$ cat src/rtl/fsm_seq_pkg.sv
// fsm_seq_pkg: shared state encoding and counter-width helper for the FSM sequencer
// Contents:
//   state_e - controller states IDLE, INIT, SHIFT, DONE
//   cnt_w   - bits needed to hold a count from 0 to w inclusive
package fsm_seq_pkg;
  typedef enum logic [1:0] {IDLE, INIT, SHIFT, DONE} state_e;
  function automatic int cnt_w(input int w);
    return $clog2(w + 1);
  endfunction
endpackage

$ cat src/rtl/seq_resp_capture.sv
// seq_resp_capture: collects the sequenced FSM's y bits and counts the ones
// Ports:
//   clk, reset_n  - clock, synchronous active-low reset
//   clr           - zero resp and ones_cnt (command acceptance)
//   cap           - shift y into resp and count it (one SHIFT cycle)
//   y             - sampled FSM output bit
//   resp          - captured bits, newest in bit 0
//   ones_cnt      - number of captured ones
module seq_resp_capture
  import fsm_seq_pkg::*;
#(
  parameter int WIDTH = 16,
  localparam int CW = cnt_w(WIDTH)
) (
  input  logic             clk,
  input  logic             reset_n,
  input  logic             clr,
  input  logic             cap,
  input  logic             y,
  output logic [WIDTH-1:0] resp,
  output logic [CW-1:0]    ones_cnt
);
  logic [WIDTH-1:0] resp_q, resp_d;
  logic [CW-1:0]    ones_q, ones_d;
  always_comb begin
    resp_d = clr ? '0 : cap ? {resp_q[WIDTH-2:0], y} : resp_q;
    ones_d = clr ? '0 : ones_q + CW'(cap & y);
  end
  always_ff @(posedge clk) begin
    if (!reset_n) begin
      resp_q <= '0;
      ones_q <= '0;
    end else begin
      resp_q <= resp_d;
      ones_q <= ones_d;
    end
  end
  assign resp     = resp_q;
  assign ones_cnt = ones_q;
endmodule

$ cat src/rtl/fsm_seq_ctrl.sv
// fsm_seq_ctrl: drives a serial bit pattern into an external Mealy FSM and captures its y response
// Ports:
//   clk, reset_n              - clock, synchronous active-low reset
//   cmd_valid/cmd_ready       - command handshake (ready only in IDLE)
//   cmd_pattern, cmd_len      - bits to send MSB-first from bit cmd_len-1; len saturates at WIDTH
//   abort                     - end the run after the current SHIFT cycle
//   fsm_x, fsm_x_valid        - serial stimulus to the sequenced FSM
//   fsm_y                     - FSM response for the current fsm_x
//   fsm_reset                 - one-cycle FSM re-initialise pulse before shifting
//   done, aborted             - completion pulse, last run ended by abort
//   resp, ones_cnt            - captured y bits (newest in bit 0) and their count of ones
// Build option: define FSM_SEQ_CTRL_FSM_RESET_EN to insert the INIT state that pulses fsm_reset;
// otherwise INIT is skipped and fsm_reset stays 0.
module fsm_seq_ctrl
  import fsm_seq_pkg::*;
#(
  parameter int WIDTH = 16,
  localparam int CW = cnt_w(WIDTH)
) (
  input  logic             clk,
  input  logic             reset_n,
  input  logic             cmd_valid,
  output logic             cmd_ready,
  input  logic [WIDTH-1:0] cmd_pattern,
  input  logic [CW-1:0]    cmd_len,
  input  logic             abort,
  output logic             fsm_x,
  output logic             fsm_x_valid,
  input  logic             fsm_y,
  output logic             fsm_reset,
  output logic             done,
  output logic             aborted,
  output logic [WIDTH-1:0] resp,
  output logic [CW-1:0]    ones_cnt
);
  localparam logic [CW-1:0] WMAX = CW'(WIDTH);
`ifdef FSM_SEQ_CTRL_FSM_RESET_EN
  localparam state_e FIRST = INIT;
  logic frst_q, frst_d;
`else
  localparam state_e FIRST = SHIFT;
`endif
  state_e           state_q, state_d;
  logic [WIDTH-1:0] pat_q, pat_d;
  logic [CW-1:0]    cnt_q, cnt_d, len_sat;
  logic             aborted_q, aborted_d;
  logic             ready_q, ready_d;
  logic             x_q, x_d;
  logic             xv_q, xv_d;
  logic             done_q, done_d;
  logic             clr, cap;
  // pat_q is left-aligned so the next bit to send is always its MSB;
  // cnt_q is the number of bits still to send including the current one
  always_comb begin
    len_sat   = cmd_len > WMAX ? WMAX : cmd_len;
    state_d   = state_q;
    pat_d     = pat_q;
    cnt_d     = cnt_q;
    aborted_d = aborted_q;
    clr       = 1'b0;
    cap       = 1'b0;
    case (state_q)
      IDLE: if (cmd_valid) begin
        clr       = 1'b1;
        aborted_d = 1'b0;
        cnt_d     = len_sat;
        pat_d     = cmd_pattern << (WMAX - len_sat);
        state_d   = len_sat == '0 ? DONE : FIRST;
      end
      INIT: state_d = SHIFT;
      SHIFT: begin
        cap       = 1'b1;
        pat_d     = pat_q << 1;
        cnt_d     = cnt_q - 1'b1;
        aborted_d = aborted_q | abort;
        state_d   = (abort || cnt_q == CW'(1)) ? DONE : SHIFT;
      end
      default: state_d = IDLE;
    endcase
    ready_d = state_d == IDLE;
    xv_d    = state_d == SHIFT;
    x_d     = xv_d & pat_d[WIDTH-1];
    done_d  = state_d == DONE;
`ifdef FSM_SEQ_CTRL_FSM_RESET_EN
    frst_d  = state_d == INIT;
`endif
  end
  always_ff @(posedge clk) begin
    if (!reset_n) begin
      state_q   <= IDLE;
      pat_q     <= '0;
      cnt_q     <= '0;
      aborted_q <= 1'b0;
      ready_q   <= 1'b1;
      x_q       <= 1'b0;
      xv_q      <= 1'b0;
      done_q    <= 1'b0;
`ifdef FSM_SEQ_CTRL_FSM_RESET_EN
      frst_q    <= 1'b0;
`endif
    end else begin
      state_q   <= state_d;
      pat_q     <= pat_d;
      cnt_q     <= cnt_d;
      aborted_q <= aborted_d;
      ready_q   <= ready_d;
      x_q       <= x_d;
      xv_q      <= xv_d;
      done_q    <= done_d;
`ifdef FSM_SEQ_CTRL_FSM_RESET_EN
      frst_q    <= frst_d;
`endif
    end
  end
  seq_resp_capture #(.WIDTH(WIDTH)) u_cap (
    .clk      (clk),
    .reset_n  (reset_n),
    .clr      (clr),
    .cap      (cap),
    .y        (fsm_y),
    .resp     (resp),
    .ones_cnt (ones_cnt)
  );
  assign cmd_ready   = ready_q;
  assign fsm_x       = x_q;
  assign fsm_x_valid = xv_q;
  assign done        = done_q;
  assign aborted     = aborted_q;
`ifdef FSM_SEQ_CTRL_FSM_RESET_EN
  assign fsm_reset   = frst_q;
`else
  assign fsm_reset   = 1'b0;
`endif
endmodule

$ cat config.mk
export PLATFORM = sky130hd
export DESIGN_NAME = fsm_seq_ctrl
export DESIGN_NICKNAME = d
export VERILOG_FILES = /design/src/rtl/fsm_seq_pkg.sv /design/src/rtl/seq_resp_capture.sv /design/src/rtl/fsm_seq_ctrl.sv
export SDC_FILE = /design/constraint.sdc
export NUM_CORES = 1
export LEC_CHECK = 0
export BUFFER_PORTS_ARGS = -buffer_cell sky130_fd_sc_hd__clkbuf_2
export CELL_PAD_IN_SITES_DETAIL_PLACEMENT = 1
export CELL_PAD_IN_SITES_GLOBAL_PLACEMENT = 2
export CORE_UTILIZATION = 36
export DETAILED_ROUTE_END_ITERATION = 12
export PLACE_DENSITY = 0.8
export SYNTH_ARGS = -nofsm -noshare
export SYNTH_HDL_FRONTEND = slang
export SYNTH_HIERARCHICAL = 1
export SYNTH_SLANG_ARGS = --single-unit
$ cat constraint.sdc
create_clock -name clk -period 4.95 [get_ports clk]
set_clock_uncertainty 0.05 [all_clocks]
set_input_delay 0.7425 -clock clk [delete_from_list [all_inputs] [get_ports clk]]
set_output_delay 0.7425 -clock clk [all_outputs]
set_load 0.01 [all_outputs]
==> results of run 1 <==
[placed cells by master (no fill, tap or decap), types with 4 or more instances in the layout]
cell / n
o21ai_0: 19
nand3_1: 6
dfxtp_1: 49
clkbuf_2: 51
a221oi_1: 4
mux2_2: 13
mux4_2: 5
ha_1: 8
nor2_1: 45
a21oi_1: 21
buf_4: 5
nand2_1: 12
nor4_1: 6
a211oi_1: 6
clkbuf_8: 5
mux2i_1: 38
inv_1: 9
[how the worst max path moves through the flow]
stage	from	to	slack [ps]	cells after the start
4_1_cts	cmd_len[4]	pat_q[11]	1320	10
6_report	cmd_len[4]	pat_q[3]	1370	10
5_1_grt	cmd_len[4]	pat_q[3]	1100	10
2_1_floorplan	cmd_len[0]	pat_q[10]	1860	10
3_3_place_gp	cmd_len[4]	pat_q[11]	1100	10
3_5_place_dp	cmd_len[4]	pat_q[11]	990	10
[layer usage]
layer,part of all wire (%),global-route usage (%)
met5,0,0
met4,0.87,5.29
met3,3.3,3.03
met2,48,30.4
met1,48,23.9
[flip-flops by register name, indices dropped and copies added (netlist names)]
| register | count |
|---|---|
| aborted | 1 |
| cmd_ready | 1 |
| cnt_q | 5 |
| done | 1 |
| fsm_x | 1 |
| fsm_x_valid | 1 |
| pat_q | 16 |
| state_q | 2 |
| u_cap/ones_cnt | 5 |
| u_cap/resp | 16 |
[metrics by stage]
stage	instances	setup WS (ps)	power [mW]	area (sq um)	utilization (%)
6_report	457	1370	1.19	3240	42.1
5_1_grt	457	1100	1.28	3240	42.1
4_1_cts	457	1320	1.20	3240	42.1
3_5_place_dp	449	988	0.946	3140	40.9
3_3_place_gp	449	1100	0.942	3140	40.9
2_1_floorplan	312	1860	0.838	2840	-
[critical path: cells and delay by family]
kind                     cells  cell delay, ps
buffers and inverters        3             580
adder cells (fa/ha/maj)      1             840
AND/OR/NAND/NOR              2             170
AO/OA/AOI/OAI                3            1120
multiplexers                 1             310
[cells by family after synthesis]
kind of cell	after synthesis	synth area share, %
and+or+nand+nor	96	17.1
xor gates and xnor gates	3	1.19
buffers and inverters	31	5.72
AOI/OAI and AO/OA	66	14.3
DFF	49	34.5
other	1	0.132
muxes	57	23.0
adders and majority gates	9	3.96
[area by class of cell]
class | instances | area [sq um] | share of cell area (%)
Clock buffer | 5 | 68.8 | 2.13
Clock inverter | 3 | 26.3 | 0.812
Inverter | 10 | 37.5 | 1.16
Multi-Input combinational cell | 232 | 1700 | 52.6
Sequential cell | 49 | 981 | 30.3
Tap cell | 102 | 128 | 3.94
Timing Repair Buffer | 56 | 293 | 9.05
[report_power, final]
part	switching (mW)	total (mW)	internal (mW)	leakage (nW)
Combinational	0.269	0.451	0.182	0.909
Sequential	0.0351	0.488	0.453	0.400
Clock	0.147	0.250	0.103	0.0423
==> run metrics, run 1 <==
outcome completed; I/O Buffers 51; R2R depth 8; Cell Rows 32; leading area contributor after synthesis dfxtp_1; synth top area cells dfxtp_1 (35%), mux2i_1 (13%), nor2_1 (5.9%), mux2_2 (5.1%), ha_1 (4.0%); CP Cell Sequence clkbuf_2 -> nor2b_1 -> buf_4 -> inv_1 -> ha_1 -> mux2_2 -> nor2_1 -> a2111oi_0 -> a22oi_1 -> a21oi_1; WL final 7.25 mm; initial antenna violation count 0; final setup fails 0; Synth Net Count 347; post-DP HPWL 5.42 mm; Reg2Reg Capture Point pat_q[3]; hold path cells 2; period utilisation layout 72.4%; gr ovfl total 0; GPL Wtd Cong 0.798; Fmax 279 MHz; hold crit path type reg -> reg; RSZ-0062 raised after global routing false; Post-Syn Area 0.00284 sq mm; Crit Path Class in -> reg; max cap viols 0; cts hold-fix bufs 0; Via density 5.36; Reg-to-Reg Start state_q[0]; Worst Setup Start Kind input pin; number of global-route vias before repair 2,499; Hold Path Sink pat_q[0]; Slew Viols, Final 0; Post-CTS Resized 0; sequential-to-total area share from yosys stat 34.5%; Worst-Skew Late Latency 300 ps; DRT antenna net count 0; CP max stage delay 840 ps; Power Dens Cells 367 mW/mm^2; antenna cells 0; WP data required 5130 ps; via count 2,448; top-count cell post-synth dfxtp_1; CTS buffer count 5; initial core utilization 37.0%; Synth top area share 34.5%; GRT Total Usage 18.2%; FF+latch count, synth 49; Crit Path Max Fanout 20; first-pass GRT wire length 12.2 mm; worst vdd ir 0.000129 V; CTS tree done; post-synthesis cell count 312; post-synthesis cell type count 53; drt pass-1 iters 4; CTS root buffer clkbuf_8; Area growth syn-to-layout 13.8%; Max transition margin 39.9%; Synth top cells by count dfxtp_1 (49), nor2_1 (45), mux2i_1 (38), a21oi_1 (21), o21ai_0 (19); Least-Margin Pin Slew 879 ps; Initial DRC Count 106; WL/cell 15.9 microns; Clock transition at path regs 100 ps; Synth Warn # 6; drt drc 0; Hold Violations, Final 0; CP max-delay cell ha_1; Async SR Flop Fraction 0%; CTS H-tree depth 2; Worst EP arrival 3770 ps; share of cells above drive strength 1 24.8%; crit path capture type flop; Final Critical Period 3580 ps; Setup TNS 0 ps; Die X 90.9 microns; DIE AREA 0.00826 sq mm; Main synth FF type dfxtp_1; Clock Path Buffers 2; worst reg-to-reg setup slack 2520 ps; launch point of the worst hold path pat_q[0]; Sink Count 49; Hold Slack 418 ps; setup bufs post-CTS 0; Die Span Y 90.9 microns; CORE AREA 0.00769 sq mm; Post-Syn Area per Cell 9.11 sq um; largest net degree at the start of global routing 31; Post-synth EDFFs 0; Nets 389; P_leak 1.35 nW; io pins 53; layout filler cell count 940
(Power assumes the default switching activity.)
==> run 2: changes to the inputs <==
CORE_UTILIZATION = 34   (was 36)
PLACE_DENSITY = 0.76   (was 0.8)
clock period = 3.4 ns   (was 4.95 ns; I/O delays follow)
==> run 2 against run 1 <==
Net effect: combinational power rose by 48%; die area rose by 5.8%; critical path depth did not move; worst setup slack got worse by 780 ps; core utilization fell by 0.39 points; routed wire length rose by 5.0%; sequential power rose by 45%; largest power group unchanged; highest routed layer unchanged.
==> run metrics, run 2 (synthesized netlist as in run 1, its figures left out) <==
Die Span Y 93.4 microns; CP Cell Sequence clkbuf_2 -> nor2b_1 -> inv_1 -> ha_1 -> buf_4 -> mux2_2 -> nor2_1 -> a2111oi_0 -> nor4_1 -> nor4_1; antenna cells 0; CTS tree done; Int Pwr 1.15 mW; critical path launch point cmd_len[4]; largest net degree at the start of global routing 35; Nets 394; Initial DRC Count 94; cts hold-fix bufs 0; GPL Wtd Cong 0.801; gr ovfl total 0; first-pass GRT wire length 12.6 mm; Crit Path Max Fanout 13; cell mode on critical path nor4_1; via count 2,449; hold crit path type reg -> reg; Max transition margin 50.6%; Post-CTS Resized 0; register area 981 sq um; period utilisation layout 82.8%; Final Critical Period 2820 ps; Setup TNS 0 ps; WL/cell 16.5 microns; WP data required 3560 ps; area taken by multi-input logic gates 0.00170 sq mm; most common cell after layout, fill and taps aside clkbuf_2; crit path capture type flop; DRT antenna net count 0; CP Capture Point fsm_x; CORE AREA 0.00789 sq mm; setup bufs post-CTS 0; Net Switching 0.657 mW; Flop pwr share 39.3%; Power Dens Cells 550 mW/mm^2; io pins 53; number of global-route vias before repair 2,517; max cap viols 0; Die X 93.4 microns; CTS H-tree depth 2; WL final 7.61 mm; layout filler cell count 946; CP max-delay cell a2111oi_0; outcome completed; R2R depth 7; CTS buffer count 5; GRT Total Usage 18.7%; Sw Ratio 36.3%; Cell Rows 32; CP max stage delay 630 ps; Slew Viols, Final 0; Area growth syn-to-layout 15.7%; DIE AREA 0.00873 sq mm; drt pass-1 iters 4; Worst-Skew Late Latency 310 ps; Clk pwr share 23.9%; P_leak 1.39 nW; share of cells above drive strength 1 25.6%; drt drc 0; initial core utilization 36.0%; Reg-to-Reg Start state_q[0]; Sink Count 49; worst reg-to-reg setup slack 780 ps; overall power 1.81 mW; cell area after layout 0.00329 sq mm; Reg2Reg Capture Point fsm_x; Worst EP arrival 2980 ps; Worst Slack Setup Final 583 ps; Clock Path Buffers 2; I/O Buffers 51; Logic pwr share 36.8%; Least-Margin Pin Slew 742 ps; Clock transition at path regs 90 ps; Via density 5.30; Hold Slack 417 ps; worst vdd ir 0.000237 V; Fmax 355 MHz; RSZ-0062 raised after global routing false; post-DP HPWL 5.60 mm; most frequent cells in the layout clkbuf_2 (51), dfxtp_1 (49), nor2_1 (45), mux2i_1 (38), a21oi_1 (21); CTS root buffer clkbuf_8; Worst Setup Start Kind input pin; placed cell area 0.00318 sq mm; Crit Path Class in -> reg; Hold Violations, Final 0; initial antenna violation count 0; final setup fails 0; dpl ws 345 ps
## run 2: power groups by stage
stage	clock (mW)	combinational [mW]	sequential [mW]
6_report	0.433	0.666	0.710
5_1_grt	0.467	0.745	0.722
4_1_cts	0.441	0.672	0.710
3_5_place_dp	0	0.668	0.722
3_3_place_gp	0	0.660	0.722
2_1_floorplan	0	0.504	0.716
## run 2: how the worst min path moves through the flow
| stage | cells after the start | endpoint | slack (ps) | from |
|---|---|---|---|---|
| 5_1_grt | 3 | u_cap/resp[0] | 440 | fsm_y |
| 3_3_place_gp | 2 | pat_q[0] | 400 | pat_q[0] |
| 2_1_floorplan | 2 | pat_q[0] | 390 | pat_q[0] |
| 6_report | 2 | pat_q[0] | 420 | pat_q[0] |
| 3_5_place_dp | 2 | pat_q[0] | 400 | pat_q[0] |
| 4_1_cts | 2 | pat_q[0] | 420 | pat_q[0] |
## run 2: layout make-up
cell class                 instances  area share [%]
multi-input combinational        232            51.7
sequential                        49            29.8
timing repair buffer              61            10.0
tap                              102            3.88
clock buffer                       6            2.21
clock inverter                     2            1.18
inverter                          10            1.14
## run 2: stage by stage
stage	cells	util [%]
6_report	462	41.7
5_1_grt	462	41.7
4_1_cts	462	41.7
3_5_place_dp	454	40.3
3_3_place_gp	454	40.3
2_1_floorplan	312	-
## run 2: metal layers
metal | global-route usage (%) | up-vias | share of wire, %
li1 | - | 1224 | -
met1 | 25.3 | 1172 | 49
met2 | 30.7 | 44 | 46
met3 | 3.01 | 9 | 3.5
met4 | 5.00 | 0 | 1.2
met5 | 0 | - | 0
## run 2: critical path, delay by kind of cell
| family | cells | cell delay (ps) |
|---|---|---|
| AO/OA/AOI/OAI | 1 | 630 |
| buffers and inverters | 3 | 510 |
| adder cells (fa/ha/maj) | 1 | 450 |
| AND/OR/NAND/NOR | 4 | 680 |
| multiplexers | 1 | 210 |
